--- config.mk ---
export PLATFORM = sky130hd
export DESIGN_NAME = micro_tile_select_ctrl
export DESIGN_NICKNAME = d
export VERILOG_FILES = /design/src/rtl/micro_tile_pkg.sv /design/src/rtl/micro_tile_select_ctrl_sel_sync_filter.sv /design/src/rtl/micro_tile_select_ctrl.sv
export SDC_FILE = /design/constraint.sdc
export NUM_CORES = 1
export LEC_CHECK = 0
export BUFFER_PORTS_ARGS = -buffer_cell sky130_fd_sc_hd__buf_2
export CORE_ASPECT_RATIO = 0.6
export CORE_UTILIZATION = 30
export DETAILED_ROUTE_END_ITERATION = 8
export SYNTH_ARGS = -nofsm -noshare
export SYNTH_HDL_FRONTEND = slang
export SYNTH_SLANG_ARGS = --single-unit
--- constraint.sdc ---
create_clock -name clk -period 2 [get_ports clk]
set_input_delay 0.3 -clock clk [delete_from_list [all_inputs] [get_ports clk]]
set_output_delay 0.3 -clock clk [all_outputs]
set_load 0.01 [all_outputs]
--- src/rtl/micro_tile_pkg.sv ---
// Shared types and helpers for the micro-tile select sequencer.
package micro_tile_pkg;

  typedef enum logic [1:0] {
    ST_RESET,
    ST_IDLE,
    ST_GATE
  } tile_ctrl_state_t;

  localparam int TILE_N_DEFAULT     = 4;
  localparam int TILE_SEL_W_DEFAULT = 2;

  // Bit bit_i of onehot(idx).
  function automatic logic onehot_sel(
    input int unsigned idx,
    input int unsigned bit_i
  );
    return idx == bit_i;
  endfunction

endpackage

--- src/rtl/micro_tile_select_ctrl_sel_sync_filter.sv ---
// Select-pin synchroniser followed by a consecutive-sample stability filter.
module sel_sync_filter #(
  parameter int SEL_W         = 2,
  parameter int SYNC_STAGES   = 2,
  parameter int STABLE_CYCLES = 4
) (
  input  logic             clk,
  input  logic             rst,
  input  logic             ena,
  input  logic [SEL_W-1:0] sel_req,
  output logic [SEL_W-1:0] stable_sel
);

  localparam int CW = $clog2(STABLE_CYCLES + 1);
  localparam logic [CW-1:0] SAT = CW'(STABLE_CYCLES - 1);

  logic [SEL_W-1:0] sync_q [SYNC_STAGES];
  logic [SEL_W-1:0] sel_sync;
  logic [SEL_W-1:0] cand;
  logic [CW-1:0]    stable_cnt;
  logic [CW-1:0]    cnt_n;
  logic             accept;

  assign sel_sync = sync_q[SYNC_STAGES-1];

  always_ff @(posedge clk) begin
    if (rst) begin
      for (int i = 0; i < SYNC_STAGES; i++)
        sync_q[i] <= '0;
    end else if (ena) begin
      sync_q[0] <= sel_req;
      for (int i = 1; i < SYNC_STAGES; i++)
        sync_q[i] <= sync_q[i-1];
    end
  end

  // Run length including this sample is cnt_n+1; accept at STABLE_CYCLES.
  always_comb begin
    cnt_n = '0;
    if (sel_sync == cand)
      cnt_n = (stable_cnt == SAT) ? SAT : stable_cnt + CW'(1);
    accept = (cnt_n == SAT);
  end

  always_ff @(posedge clk) begin
    if (rst) begin
      cand       <= '0;
      stable_cnt <= '0;
      stable_sel <= '0;
    end else if (ena) begin
      cand       <= sel_sync;
      stable_cnt <= cnt_n;
      if (accept)
        stable_sel <= sel_sync;
    end
  end

endmodule

--- src/rtl/micro_tile_select_ctrl.sv ---
// Tile select sequencer: gate clocks, switch select, hold new tile in reset.
module micro_tile_select_ctrl
  import micro_tile_pkg::*;
#(
  parameter int N_TILES       = TILE_N_DEFAULT,
  parameter int SEL_W         = TILE_SEL_W_DEFAULT,
  parameter int SYNC_STAGES   = 2,
  parameter int STABLE_CYCLES = 4,
  parameter int GATE_CYCLES   = 2,
  parameter int RST_CYCLES    = 8
) (
  input  logic               clk,
  input  logic               rst,
  input  logic               ena,
  input  logic [SEL_W-1:0]   sel_req,
  output logic [SEL_W-1:0]   sel,
  output logic [N_TILES-1:0] tile_clk_en,
  output logic               tile_rst,
  output logic               busy,
  output logic               switch_done,
  output logic [7:0]         switch_count
);

  localparam int CMAX =
    (GATE_CYCLES > RST_CYCLES) ? GATE_CYCLES : RST_CYCLES;
  localparam int CNT_W = $clog2(CMAX) + 1;
  localparam logic [CNT_W-1:0] GATE_LD = CNT_W'(GATE_CYCLES - 1);
  localparam logic [CNT_W-1:0] RST_LD  = CNT_W'(RST_CYCLES - 1);

  tile_ctrl_state_t   state_q, state_n;
  logic [CNT_W-1:0]   cnt_q, cnt_n;
  logic [SEL_W-1:0]   stable_sel;
  logic [SEL_W-1:0]   target_q, target_n, sel_n;
  logic [7:0]         count_n;
  logic               done_q, done_n;
  logic               trst_q, trst_n;
  logic               busy_q, busy_n;
  logic [N_TILES-1:0] en_q, en_n;

  sel_sync_filter #(
    .SEL_W        (SEL_W),
    .SYNC_STAGES  (SYNC_STAGES),
    .STABLE_CYCLES(STABLE_CYCLES)
  ) u_filter (
    .clk       (clk),
    .rst       (rst),
    .ena       (ena),
    .sel_req   (sel_req),
    .stable_sel(stable_sel)
  );

  always_comb begin
    state_n  = state_q;
    cnt_n    = cnt_q;
    sel_n    = sel;
    target_n = target_q;
    count_n  = switch_count;
    done_n   = done_q;
    if (ena) begin
      done_n = 1'b0;
      unique case (state_q)
        ST_RESET: begin
          if (cnt_q == '0) begin
            state_n = ST_IDLE;
            done_n  = 1'b1;
            count_n = switch_count + 8'd1;
          end else begin
            cnt_n = cnt_q - CNT_W'(1);
          end
        end
        ST_IDLE: begin
          if (stable_sel != sel) begin
            state_n  = ST_GATE;
            target_n = stable_sel;
            cnt_n    = GATE_LD;
          end
        end
        ST_GATE: begin
          if (cnt_q == '0) begin
            state_n = ST_RESET;
            sel_n   = target_q;
            cnt_n   = RST_LD;
          end else begin
            cnt_n = cnt_q - CNT_W'(1);
          end
        end
        default: state_n = ST_RESET;
      endcase
    end
    // Outputs are decoded from the next state so they leave a flop.
    trst_n = (state_n != ST_IDLE);
    busy_n = (state_n != ST_IDLE);
    for (int i = 0; i < N_TILES; i++)
      en_n[i] = (state_n != ST_GATE) && onehot_sel(32'(sel_n), i);
  end

  always_ff @(posedge clk) begin
    if (rst) begin
      state_q      <= ST_RESET;
      cnt_q        <= RST_LD;
      sel          <= '0;
      target_q     <= '0;
      switch_count <= '0;
      done_q       <= 1'b0;
      trst_q       <= 1'b1;
      busy_q       <= 1'b1;
      en_q         <= N_TILES'(1);
    end else begin
      state_q      <= state_n;
      cnt_q        <= cnt_n;
      sel          <= sel_n;
      target_q     <= target_n;
      switch_count <= count_n;
      done_q       <= done_n;
      trst_q       <= trst_n;
      busy_q       <= busy_n;
      en_q         <= en_n;
    end
  end

  assign tile_rst    = trst_q;
  assign busy        = busy_q;
  assign tile_clk_en = en_q & {N_TILES{ena}};
  assign switch_done = done_q & ena;

endmodule

# --- After elaboration in Yosys (flattened, before gate mapping) ---
# Memories as Yosys holds them, arrays and structs flattened.
# Cells that the tools add are included.
word_totals:
  word_cells: 67
  input_bits: 5
  mem_bits_rw: 4
  n_memories: 1
  out_inout_bits: 17
  reg_bits: 31
op_classes:
  bitwise: 4
  reduce_logical: 12
  add_sub_neg: 3
  n_mux: 23
  n_eq_ne: 13
memory_table:
  columns: ["name", "depth", "width", "rd", "rd_clocked_by_memory_dff", "wr", "line_no", "rtl"]
  rows:
  - ["u_filter.sync_q", 2, 2, 2, 0, 2, "micro_tile_select_ctrl_sel_sync_filter.sv:17", "logic [SEL_W-1:0] sync_q [SYNC_STAGES];"]
ops:
  columns: ["op", "n"]
  rows:
  - ["2-bit two-way mux", 9]
  - ["4-bit two-way mux", 3]
  - ["4-bit one-hot mux with 3 select lines", 1]
  - ["8-bit by 1-bit adder with 8-bit output, second input constant", 1]
  - ["1-bit two-way mux", 7]
  - ["2-bit == test, second input constant", 3]
  - ["3-bit by 2-bit == test with 1-bit output, second input constant", 2]
  - ["3-bit two-way mux", 2]
  - ["2-bit inequality test, second input constant", 3]
  - ["2-bit one-hot mux with 3 select lines", 1]
  - ["3-bit AND reduction", 2]
  - ["4-bit bitwise AND", 1]
  - ["2-bit by 1-bit == test with 1-bit output, second input constant", 2]
  - ["1-bit logical AND", 4]
  - ["2-bit logical NOT", 2]
  - ["4-bit logical NOT", 1]
  - ["4-bit AND reduction", 1]
  - ["4-bit by 1-bit subtractor with 4-bit output, second input constant", 1]
  - ["3-bit by 1-bit adder with 3-bit output, second input constant", 1]
  - ["3-bit nonzero test", 1]
  - ["2-bit == test", 1]
  - ["2-bit by 1-bit inequality test with 1-bit output, second input constant", 1]
  - ["2-bit inequality test", 1]
  - ["1-bit bitwise OR", 2]
  - ["2 further kinds", 2]

# --- Longest topological paths before layout ---
# Gate-level depths: netlist of the first run.
depth:
  ltp_word: 6
  ltp_mapped: 8

# --- Modules after synthesis ---
# A second synthesis of the first run with hierarchy kept.
hier_totals:
  hier_cells: 187
  area_unflattened_um2: 1784.2
by_module_without_submodules:
  columns: ["module", "area_each_um2", "instances", "cells_per_inst", "seq_area_each_um2"]
  rows:
  - ["micro_tile_select_ctrl", 1272.5, 1, 140, 480.5]
  - ["sel_sync_filter", 511.7, 1, 47, 260.2]

# --- Worst setup path before layout of the first run ---
# No wires, ideal clock.
synth_path:
  kind: "reg-to-reg"
  startpoint: "register cnt_q[0]"
  endpoint: "register switch_count[6]"
  stages_incl_launch_ff: 8
  arrival_time_ps: 1736
  synth_period_minus_slack_ps: 1859
  setup_slack_ps: 141
  n_path_buf: 1
  required_ps: 1877
  path_cell_list: "dfxtp_1 inv_1 ha_1 or3b_4 buf_6 nor3_4 and3_1 mux2_1"
synth_between:
  elab_chain_len: 2
synth_rtl:
  columns: ["item", "line_no", "rtl"]
  rows:
  - ["start, declared", "micro_tile_select_ctrl.sv:31", "logic [CNT_W-1:0] cnt_q, cnt_n;"]
  - ["start signal, assigned", "micro_tile_select_ctrl.sv:110", "cnt_q <= cnt_n;"]
  - ["4-bit logical NOT", "micro_tile_select_ctrl.sv:63", "if (cnt_q == '0) begin"]
  - ["3-bit AND reduction (no source line)", null, null]
  - ["end signal, assigned", "micro_tile_select_ctrl.sv:113", "switch_count <= count_n;"]
  - ["end, declared", "micro_tile_select_ctrl.sv:21", "output logic [7:0] switch_count"]
# No other way between the ends.
# A chain may end at the register's enable or synchronous reset.

# --- Worst setup path after layout of the first run ---
layout_path:
  startpoint: "register cnt_q[0]"
  endpoint: "register busy_q, in the netlist busy"
layout_between:
  elab_chain_len: 5
  elab_cells_between_ends: 6
  cone_classes: "eq/ne (1); mux (4); reduce/logical (1)"
layout_rtl:
  columns: ["item", "line_no", "rtl"]
  rows:
  - ["4-bit logical NOT *", "micro_tile_select_ctrl.sv:63, micro_tile_select_ctrl.sv:79", null]
  - ["2-bit two-way mux (on tied branches)", "micro_tile_select_ctrl.sv:79, micro_tile_select_ctrl.sv:63", null]
  - ["2-bit one-hot mux with 3 select lines *", "micro_tile_select_ctrl.sv:61", "unique case (state_q)"]
  - ["2-bit two-way mux *", "micro_tile_select_ctrl.sv:59", "if (ena) begin"]
  - ["2-bit by 1-bit inequality test with 1-bit output *", "micro_tile_select_ctrl.sv:92", "busy_n = (state_n != ST_IDLE);"]
  - ["end signal, assigned", "micro_tile_select_ctrl.sv:116", "busy_q <= busy_n;"]
  - ["end, declared", "micro_tile_select_ctrl.sv:37", "logic busy_q, busy_n;"]
# Every way passes the cells marked *; elsewhere a longest branch is shown, timed or not.

==> run_results.csv, run 1 <==
group,metric,value,unit
synthesis,synth-seq-cells,35,
setup_path,startpoint_type,"register",
placement,gp_congestion,0.8119,
global_route,grt_pass1_vias,1215,
drt,drt_iter0_drc,56,
run_status,status,"finished clean",
die,io_pins,22,
drt,vias,1381,
setup_path,rr_endpoint,"busy$_SDFF_PP1_",
setup_path,ff2ff_setup_slack,0.1,ns
timing,finalSetupViolCount,0,
placement,numPlacedInstances,288,
synthesis,synth.most_common_cell,"dfxtp_1",
cts,postCtsSetupBuffers,0,
setup_path,crit_fanout,11,
setup_path,endpoint_kind,"register",
power_and_ir_drop,peakVddDrop,0.3374,mV
cts,clock-sinks,35,
power_and_ir_drop,p_leak,0.9167,nW
setup_path,crit_required,2.17,ns
synthesis,synth_seq_area_share,41.31,%
synthesis,syn-num-nets,201,
cts,hold_buffers,0,
worst_hold_path,min_from,"sel_req[1]",
cts,cts_buffer_depth,2,
finish,area_growth_syn_to_layout,19.96,%
timing,period_minus_slack,1.905,ns
worst_hold_path,min_to,"u_filter.sync_q[0][1]$_SDFFCE_PN0P_",
placement,port_buffers,21,
cts,cts_tree,"built",
cts,clk_latency,0.29,ns
synthesis,yosys_warnings,0,
synthesis,postSynthAreaPerCell,9.537,um2
timing,period_share,95.24,%
synthesis,syn-cell-area,0.001793,mm2
timing,final-hold-violation-count,0,
cts,cts.clk_slew.worst_paths,0.08,ns
synthesis,synth_edf_count,4,
worst_hold_path,min_delay_path_depth,2,
timing,relSlewSlack,64.08,%
die,die_y,61.88,um
global_route,grt_max_degree,18,
synthesis,synth.top_cell.area_share,34.61,%
finish,diodes,0,
finish,fin_nets,228,
global_route,antenna_found_initial,0,
placement,place_area,0.002011,mm2
drt,ant_nets,0,
cts,numCtsBuffers,5,
power_and_ir_drop,p_per_area,694.3,mW/mm2
timing,finClkSkew,0.006349,ns
synthesis,yosysTopAreaCell,"dfxtp_1",
timing,fmax,525.0,MHz
run,cap_violations,0,
finish,fin_cells,296,
drt,vias_per_cell,4.666,
cts,htreeDepth,2,
die,row_count,21,
timing,slew_viol_final,0,
synthesis,synth_ff_type,"dfxtp_1",
die,start_util,31.59,%
setup_path,crit_type,"reg2reg",
drt,wl_per_cell,12.61,um
global_route,grt_pass1_wl,6161,um
timing,tightest_slew,0.5356,ns
drt,drc,0,
worst_hold_path,worst_hold_path_type,"in2reg",
finish,fin_area,0.002151,mm2
setup_path,r2r_cells,6,
die,core_area,0.005675,mm2
global_route,grtUsageTotal,13.38,%
die,die_area,0.006300,mm2
drt,drt-pass1-iter-count,4,
placement,hpwl,2732,um
setup_path,arrival,2.07,ns
synthesis,synth_area_leaders,"dfxtp_1, edfxtp_1, ha_1",
setup_path,r2r-start,"cnt_q[0]$_SDFFE_PP1P_",
synthesis,synth_cell_types,50,
synthesis,synth_common_cells,"dfxtp_1, nor2_1, nand2_1",
synthesis,async_reset_ff_share,0,%
synthesis,syn_inst,188,
cts,cts-root-buf,"clkbuf_8",
global_route,grt.overflow.total,0,
timing,rsz0062_at_grt,"yes",
finish,drive_gt1_share,25.00,%
drt,totalWireLength,3733,um
die,die_x,101.8,um
## cells by family after synthesis
kind of cell    synth area share, %
compound gates                18.49
xor+xnor                      4.815
fa+ha+maj                     5.583
buf+inv                       5.373
flops                         41.31
mux                           2.861
simple gates                  21.56
## registers in the layout (all words and copies together) (netlist names)
register	count
busy	1
cnt_q	4
done_q	1
en_q	4
sel	2
state_q	2
switch_count	8
target_q	2
u_filter.cand	2
u_filter.stable_cnt	3
u_filter.stable_sel	2
u_filter.sync_q	4
## placed cells by master, fill, tap and decap left out, types with 2 or more instances in the layout
cell type and instances:
nand4_1 6, nand2_1 14, and3_1 7, clkbuf_8 6
mux2i_1 4, edfxtp_1 4, xnor2_1 7, o21ai_0 4
buf_4 8, a211oi_1 3, o211ai_1 3, nor4_2 2
dfxtp_1 30, buf_2 21, o31ai_1 3, ha_1 7
and2_1 7, nor3_1 2, a21o_1 4, nor2_1 15
nor2b_1 4, o311ai_1 2, a21oi_1 10, or3_1 2
inv_1 12
## report_power, final
part           internal, W  switching, W   total, W  leakage, nW
clock network     0.000403      0.000258   0.000661       0.0612
registers         0.000725     0.0000111   0.000736        0.295
logic            0.0000379     0.0000580  0.0000959        0.561
## worst max path at each step
stage,slack [ns],startpoint,depth (start not counted),end
4_1_cts,0.08,state_q[1]$_SDFF_PP0_,6,busy$_SDFF_PP1_
2_1_floorplan,0.14,cnt_q[0]$_SDFFE_PP1P_,7,switch_count[6]$_SDFFE_PP0P_
5_1_grt,-0.004,cnt_q[0]$_SDFFE_PP1P_,5,cnt_q[3]$_SDFFE_PP0P_
3_5_place_dp,0.1,state_q[1]$_SDFF_PP0_,6,busy$_SDFF_PP1_
6_report,0.1,cnt_q[0]$_SDFFE_PP1P_,6,busy$_SDFF_PP1_
3_3_place_gp,0.13,state_q[1]$_SDFF_PP0_,6,busy$_SDFF_PP1_
## timing repair
item / in CTS / in global routing
resized for setup: 0 / 5
setup endpoints to repair: 0 / 4
endpoints found under the hold margin: 0 / 0
## layout make-up
cell class	count	area, um2
fill	597	3525
timing repair buffer	29	165.2
tap	80	100.1
inverter	13	48.80
clock inverter	2	35.03
sequential	35	742.0
clock buffer	6	82.58
multi-input combinational	131	977.2
## per-stage QoR
stage	util (%)	total power (W)	worst slack (ns)	TNS [ns]	hold slack [ns]
2_1_floorplan	-	0.0008203	0.1412	0	0.4448
3_3_place_gp	35.43	0.0008465	0.1268	0	0.4565
3_5_place_dp	35.43	0.0008470	0.09825	0	0.4675
4_1_cts	37.50	0.001509	0.08265	0	0.3180
5_1_grt	37.90	0.001557	-0.004131	-0.004131	0.3140
6_report	37.90	0.001493	0.09517	0	0.3216
## critical path, cell delays in order, from the launching register on
cell,delay (ns)
dfxtp_1,0.32
inv_1,0.07
ha_1,0.18
or3b_4,0.48
nor2_2,0.20
o221ai_4,0.17
or3_1,0.37
## metal layers
layer	part of all wire, %	global-route usage (%)	vias to the layer above
met5	0	0	-
met4	0.40	4.969	0
met3	4.3	4.027	2
met2	38	18.34	25
met1	58	19.52	633
li1	-	-	721
No activity file was read; power rests on OpenSTA's default activity.
==> run 2: changes to the inputs <==
- REMOVE_ABC_BUFFERS: default -> 1
- SYNTH_HIERARCHICAL: default -> 1
==> run 2 against run 1 <==
Compared with the run above:
- die area down 0.47%
- sequential share of layout area up 1.1 points
- register-to-register slack about the same
- sequential power about the same
- clock skew about the same
- first-iteration DRC count down 5.4%
- clock-buffer cell count unchanged
- critical path type unchanged
- largest power group unchanged
==> run_results.csv, run 2 <==
group,metric,value,unit
cts,hold_buffers,0,
timing,tightest_slew,0.5639,ns
die,die_x,101.6,um
placement,hpwl,2610,um
timing,period_minus_slack,1.907,ns
drt,ant_nets,0,
timing,final-hold-violation-count,0,
synthesis,synth.top_cell.area_share,34.78,%
synthesis,synth_area_leaders,"dfxtp_1, edfxtp_1, ha_1",
run,cap_violations,0,
finish,fin_cells,293,
die,io_pins,22,
synthesis,yosys_warnings,6,
finish,fillers,569,
setup_path,crit_type,"reg2reg",
global_route,grt_pass1_wl,5899,um
cts,cts_buffer_depth,2,
cts,numCtsBuffers,5,
die,core_area,0.005649,mm2
timing,slew_viol_final,0,
finish,fin_nets,225,
synthesis,async_reset_ff_share,0,%
drt,wl_per_cell,12.17,um
drt,drt_iter0_drc,53,
cts,cts.clk_slew.worst_paths,0.07,ns
drt,vias_per_cell,4.737,
setup_path,crit_required,2.18,ns
drt,totalWireLength,3566,um
finish,drive_gt1_share,22.54,%
setup_path,endpoint_kind,"register",
setup_path,arrival,2.09,ns
die,row_count,21,
synthesis,yosysTopAreaCell,"dfxtp_1",
finish,final_common_cell,"dfxtp_1",
timing,finalSetupViolCount,0,
finish,final_util,36.79,%
global_route,grtUsageTotal,13.05,%
setup_path,crit_fanout,11,
finish,diodes,0,
die,start_util,31.58,%
timing,relSlewSlack,62.40,%
timing,setup-tns-final,0,ns
drt,drt-pass1-iter-count,4,
synthesis,synth_common_cells,"dfxtp_1, nor2_1, inv_1, nand2_1, and2_1",
synthesis,synth_edf_count,4,
synthesis,synth.most_common_cell,"dfxtp_1",
global_route,antenna_found_initial,0,
synthesis,synth_cell_types,51,
cts,postCtsSetupBuffers,0,
die,die_y,61.74,um
finish,largest_reg_flops,8,
finish,most-common-layout-cells,"dfxtp_1, buf_2, nor2_1",
global_route,grt_max_degree,32,
finish,regMostFlops,"switch_count",
cts,cts-root-buf,"clkbuf_8",
timing,fmax,524.3,MHz
worst_hold_path,worst_hold_path_type,"in2reg",
drt,vias,1388,
synthesis,synth_seq_area_share,41.51,%
global_route,grt_pass1_vias,1188,
drt,drc,0,
die,die_area,0.006270,mm2
timing,rsz0062_at_grt,"no",
synthesis,syn_inst,187,
synthesis,postSynthAreaPerCell,9.541,um2
cts,htreeDepth,2,
run_status,status,"finished clean",
cts,cts_tree,"built",
cts,clock-sinks,35,
synthesis,synth-seq-cells,35,
timing,period_share,95.36,%
global_route,grt.overflow.total,0,
finish,area_growth_syn_to_layout,16.48,%
cts,clk_latency,0.29,ns
synthesis,syn-cell-area,0.001784,mm2
synthesis,synth_ff_type,"dfxtp_1",
cts,cts_resized,0,
timing,finClkSkew,0.006395,ns
setup_path,startpoint_type,"register",
placement,numPlacedInstances,285,
power_and_ir_drop,peakVddDrop,0.2606,mV
placement,port_buffers,21,
placement,gp_congestion,0.8237,
power_and_ir_drop,p_leak,0.8773,nW
power_and_ir_drop,p_per_area,636.5,mW/mm2
run 2: cell count changes after synthesis, moves of 3 or more:
cell | previous run | this run
nand2_1 | 14 | 11
xor2_1 | 1 | 4
and3_1 | 7 | 2
and2_1 | 7 | 10
nand2b_1 | 1 | 5
run 2: through the flow:
stage / cell area, um2 / total power [W] / hold WS, ns / setup WS, ns
CTS: 2067 / 0.001344 / 0.2662 / 0.09612
finish: 2078 / 0.001323 / 0.2806 / 0.09276
global route: 2078 / 0.001396 / 0.2819 / 0.005367
global placement: 1982 / 0.0008358 / 0.4602 / 0.1221
floorplan: 1739 / 0.0008009 / 0.3689 / 0.1772
detailed placement: 1982 / 0.0008364 / 0.4708 / 0.1217
run 2: cell families after synthesis:
| kind of cell | Yosys count | synth area share [%] |
|---|---|---|
| AND/OR/NAND/NOR | 72 | 23.21 |
| AO/OA/AOI/OAI | 36 | 16.20 |
| flip-flops | 35 | 41.52 |
| buffers and inverters | 20 | 5.048 |
| XOR/XNOR | 9 | 4.418 |
| adder cells (fa/ha/maj) | 8 | 5.610 |
| multiplexers | 7 | 3.997 |
run 2: worst paths after layout:
kind	from	end	slack (ns)	cells after the start
setup / recovery	cnt_q[0]$_SDFFE_PP1P_	switch_count[6]$_SDFFE_PP0P_	0.09	6
hold / removal	sel_req[0]	u_filter/sync_q[0][0]$_SDFFCE_PN0P_	0.28	2
setup reg to reg	cnt_q[0]$_SDFFE_PP1P_	switch_count[6]$_SDFFE_PP0P_	0.09	6
hold reg to reg	done_q$_SDFFE_PP0P_	done_q$_SDFFE_PP0P_	0.48	2
run 2: metal layers:
| metal | vias up | routed length [um] | GRT usage (%) |
|---|---|---|---|
| li1 | 711 | - | - |
| met1 | 627 | 2026 | 19.24 |
| met2 | 44 | 1193 | 15.73 |
| met3 | 6 | 281 | 5.145 |
| met4 | 0 | 64 | 6.832 |
| met5 | - | 0 | 0 |
run 2: final cells by class:
cell class	instances	area (um2)	area share, %
clock inverter	2	12.51	0.6020
tap	80	100.1	4.816
timing repair buffer	26	142.6	6.863
clock buffer	6	72.57	3.492
multi-input combinational	132	964.7	46.42
inverter	12	45.04	2.167
sequential	35	740.7	35.64
run 2: worst max-delay path, cell delays in order, from the launching register on:
cell and delay, ns:
dfxtp_1 0.32, inv_1 0.08, ha_1 0.20, or3b_4 0.49, nor3_4 0.20, and3_1 0.20, mux2_1 0.32
run 2: power breakdown:
part	internal, W	switching, W	total (W)	leakage [nW]
Clock	0.000243	0.000259	0.000502	0.0412
Sequential	0.000725	0.00000973	0.000735	0.294
Combinational	0.0000341	0.0000518	0.0000859	0.542
Total	0.00100	0.000320	0.00132	0.877
==> run 3: changes to the inputs <==
- clock period: 2 -> 2.07 ns (I/O delays scaled with it)
==> run 3 against run 2 <==
Compared with the run above:
- total power is 3.7% lower
- sequential share of layout area is 0.32 points higher
- sequential power is 3.4% lower
- register-to-register slack better by 0.04 ns
- largest cell class unchanged
==> run_results.csv, run 3 (synthesis results as in run 2) <==
group,metric,value,unit
run_status,status,"finished clean",
timing,finalSetupViolCount,0,
setup_path,crit_type,"reg2reg",
finish,fin_nets,224,
cts,hold_buffers,0,
drt,vias_per_cell,4.740,
global_route,grt_max_degree,25,
power_and_ir_drop,peakVddDrop,0.2404,mV
drt,ant_nets,0,
finish,diodes,0,
timing,relSlewSlack,66.96,%
timing,tightest_slew,0.4956,ns
drt,totalWireLength,3620,um
placement,gp_congestion,0.7949,
setup_path,startpoint_type,"register",
finish,fillers,608,
drt,vias,1384,
drt,wl_per_cell,12.40,um
finish,drive_gt1_share,21.70,%
cts,cts.clk_slew.worst_paths,0.07,ns
global_route,antenna_found_initial,0,
setup_path,crit_slowest_cell,"or3b_4",
cts,postCtsSetupBuffers,0,
timing,period_share,93.81,%
placement,numPlacedInstances,284,
cts,clock-sinks,35,
cts,cts_buffer_depth,2,
timing,final-hold-violation-count,0,
setup_path,crit_chain,"inv_1 > ha_1 > or3b_4 > nor3_4 > and3_1 > mux2_1",
global_route,grt_pass1_wl,5996,um
timing,rsz0062_at_grt,"no",
worst_hold_path,worst_hold_path_type,"in2reg",
die,die_area,0.006270,mm2
cts,cts-root-buf,"clkbuf_8",
global_route,grt.overflow.total,0,
cts,cts_tree,"built",
placement,hpwl,2668,um
placement,port_buffers,21,
die,row_count,21,
finish,regMostFlops,"switch_count",
run,cap_violations,0,
power_and_ir_drop,p_leak,0.8709,nW
finish,fin_cells,292,
timing,setup-tns-final,0,ns
setup_path,cp_top_family,"simple AND/OR/NAND/NOR gates",
global_route,grtUsageTotal,12.97,%
cts,cts_resized,0,
timing,period_minus_slack,1.942,ns
finish,area_growth_syn_to_layout,15.43,%
drt,drt_iter0_drc,40,
timing,fmax,515.0,MHz
finish,final_common_cell,"dfxtp_1",
die,die_y,61.74,um
setup_path,crit_path_max_incr_delay,0.48,ns
timing,slew_viol_final,0,
die,core_area,0.005649,mm2
finish,most-common-layout-cells,"dfxtp_1, buf_2, nor2_1",
die,start_util,31.58,%
cts,clk_latency,0.29,ns
drt,drt-pass1-iter-count,4,
drt,drc,0,
setup_path,crit_required,2.25,ns
setup_path,crit_buf_inv,1,
timing,finClkSkew,0.007515,ns
die,io_pins,22,
setup_path,arrival,2.12,ns
global_route,grt_pass1_vias,1216,
cts,htreeDepth,2,
cts,numCtsBuffers,5,
setup_path,crit_fanout,11,
finish,largest_reg_flops,8,
power_and_ir_drop,p_per_area,618.8,mW/mm2
setup_path,endpoint_kind,"register",
die,die_x,101.6,um
run 3: cell types whose count changed in the layout (fill, tap and decap cells not counted):
cell,before,now
buf_4,5,4
nor4_2,1,0
nor2_2,0,1
nor4_1,2,3
nor2_4,1,0
run 3: final timing paths:
kind                                       start                             endpoint  slack [ns]  cells after the start
max                        cnt_q[0]$_SDFFE_PP1P_         switch_count[6]$_SDFFE_PP0P_        0.13                      6
min                                   sel_req[0]  u_filter/sync_q[0][0]$_SDFFCE_PN0P_        0.30                      2
max reg2reg                cnt_q[0]$_SDFFE_PP1P_         switch_count[6]$_SDFFE_PP0P_        0.13                      6
min reg2reg  u_filter/stable_cnt[1]$_SDFFE_PP0P_  u_filter/stable_cnt[1]$_SDFFE_PP0P_        0.48                      2
run 3: cell type report:
cell class	count	area, um2	share of cell area [%]
inverter	12	45.04	2.187
multi-input combinational	132	953.4	46.29
clock inverter	2	12.51	0.6075
timing repair buffer	25	135.1	6.561
clock buffer	6	72.57	3.524
tap	80	100.1	4.860
sequential	35	740.7	35.97
run 3: per-layer routing:
metal / GRT usage, % / up-vias / part of all wire [%]
li1: - / 707 / -
met1: 19.38 / 621 / 56
met2: 16.70 / 49 / 34
met3: 4.474 / 7 / 7.9
met4: 4.969 / 0 / 1.0
met5: 0 / - / 0
run 3: power breakdown:
| part | total (W) | switching [W] | internal (W) |
|---|---|---|---|
| sequential | 0.000710 | 0.00000917 | 0.000701 |
| clock | 0.000481 | 0.000246 | 0.000235 |
| combinational | 0.0000833 | 0.0000494 | 0.0000339 |
| total | 0.00127 | 0.000305 | 0.000970 |
run 3: through the flow:
stage	hold slack [ns]	power (W)	worst slack (ns)	area [um2]	util, %
floorplan	0.3794	0.0007738	0.2472	1739	-
global placement	0.4600	0.0008082	0.1907	1974	34.95
detailed placement	0.4673	0.0008088	0.1330	1974	34.95
CTS	0.2895	0.001295	0.1229	2059	36.46
global route	0.2874	0.001346	0.03584	2059	36.46
finish	0.2985	0.001274	0.1281	2059	36.46
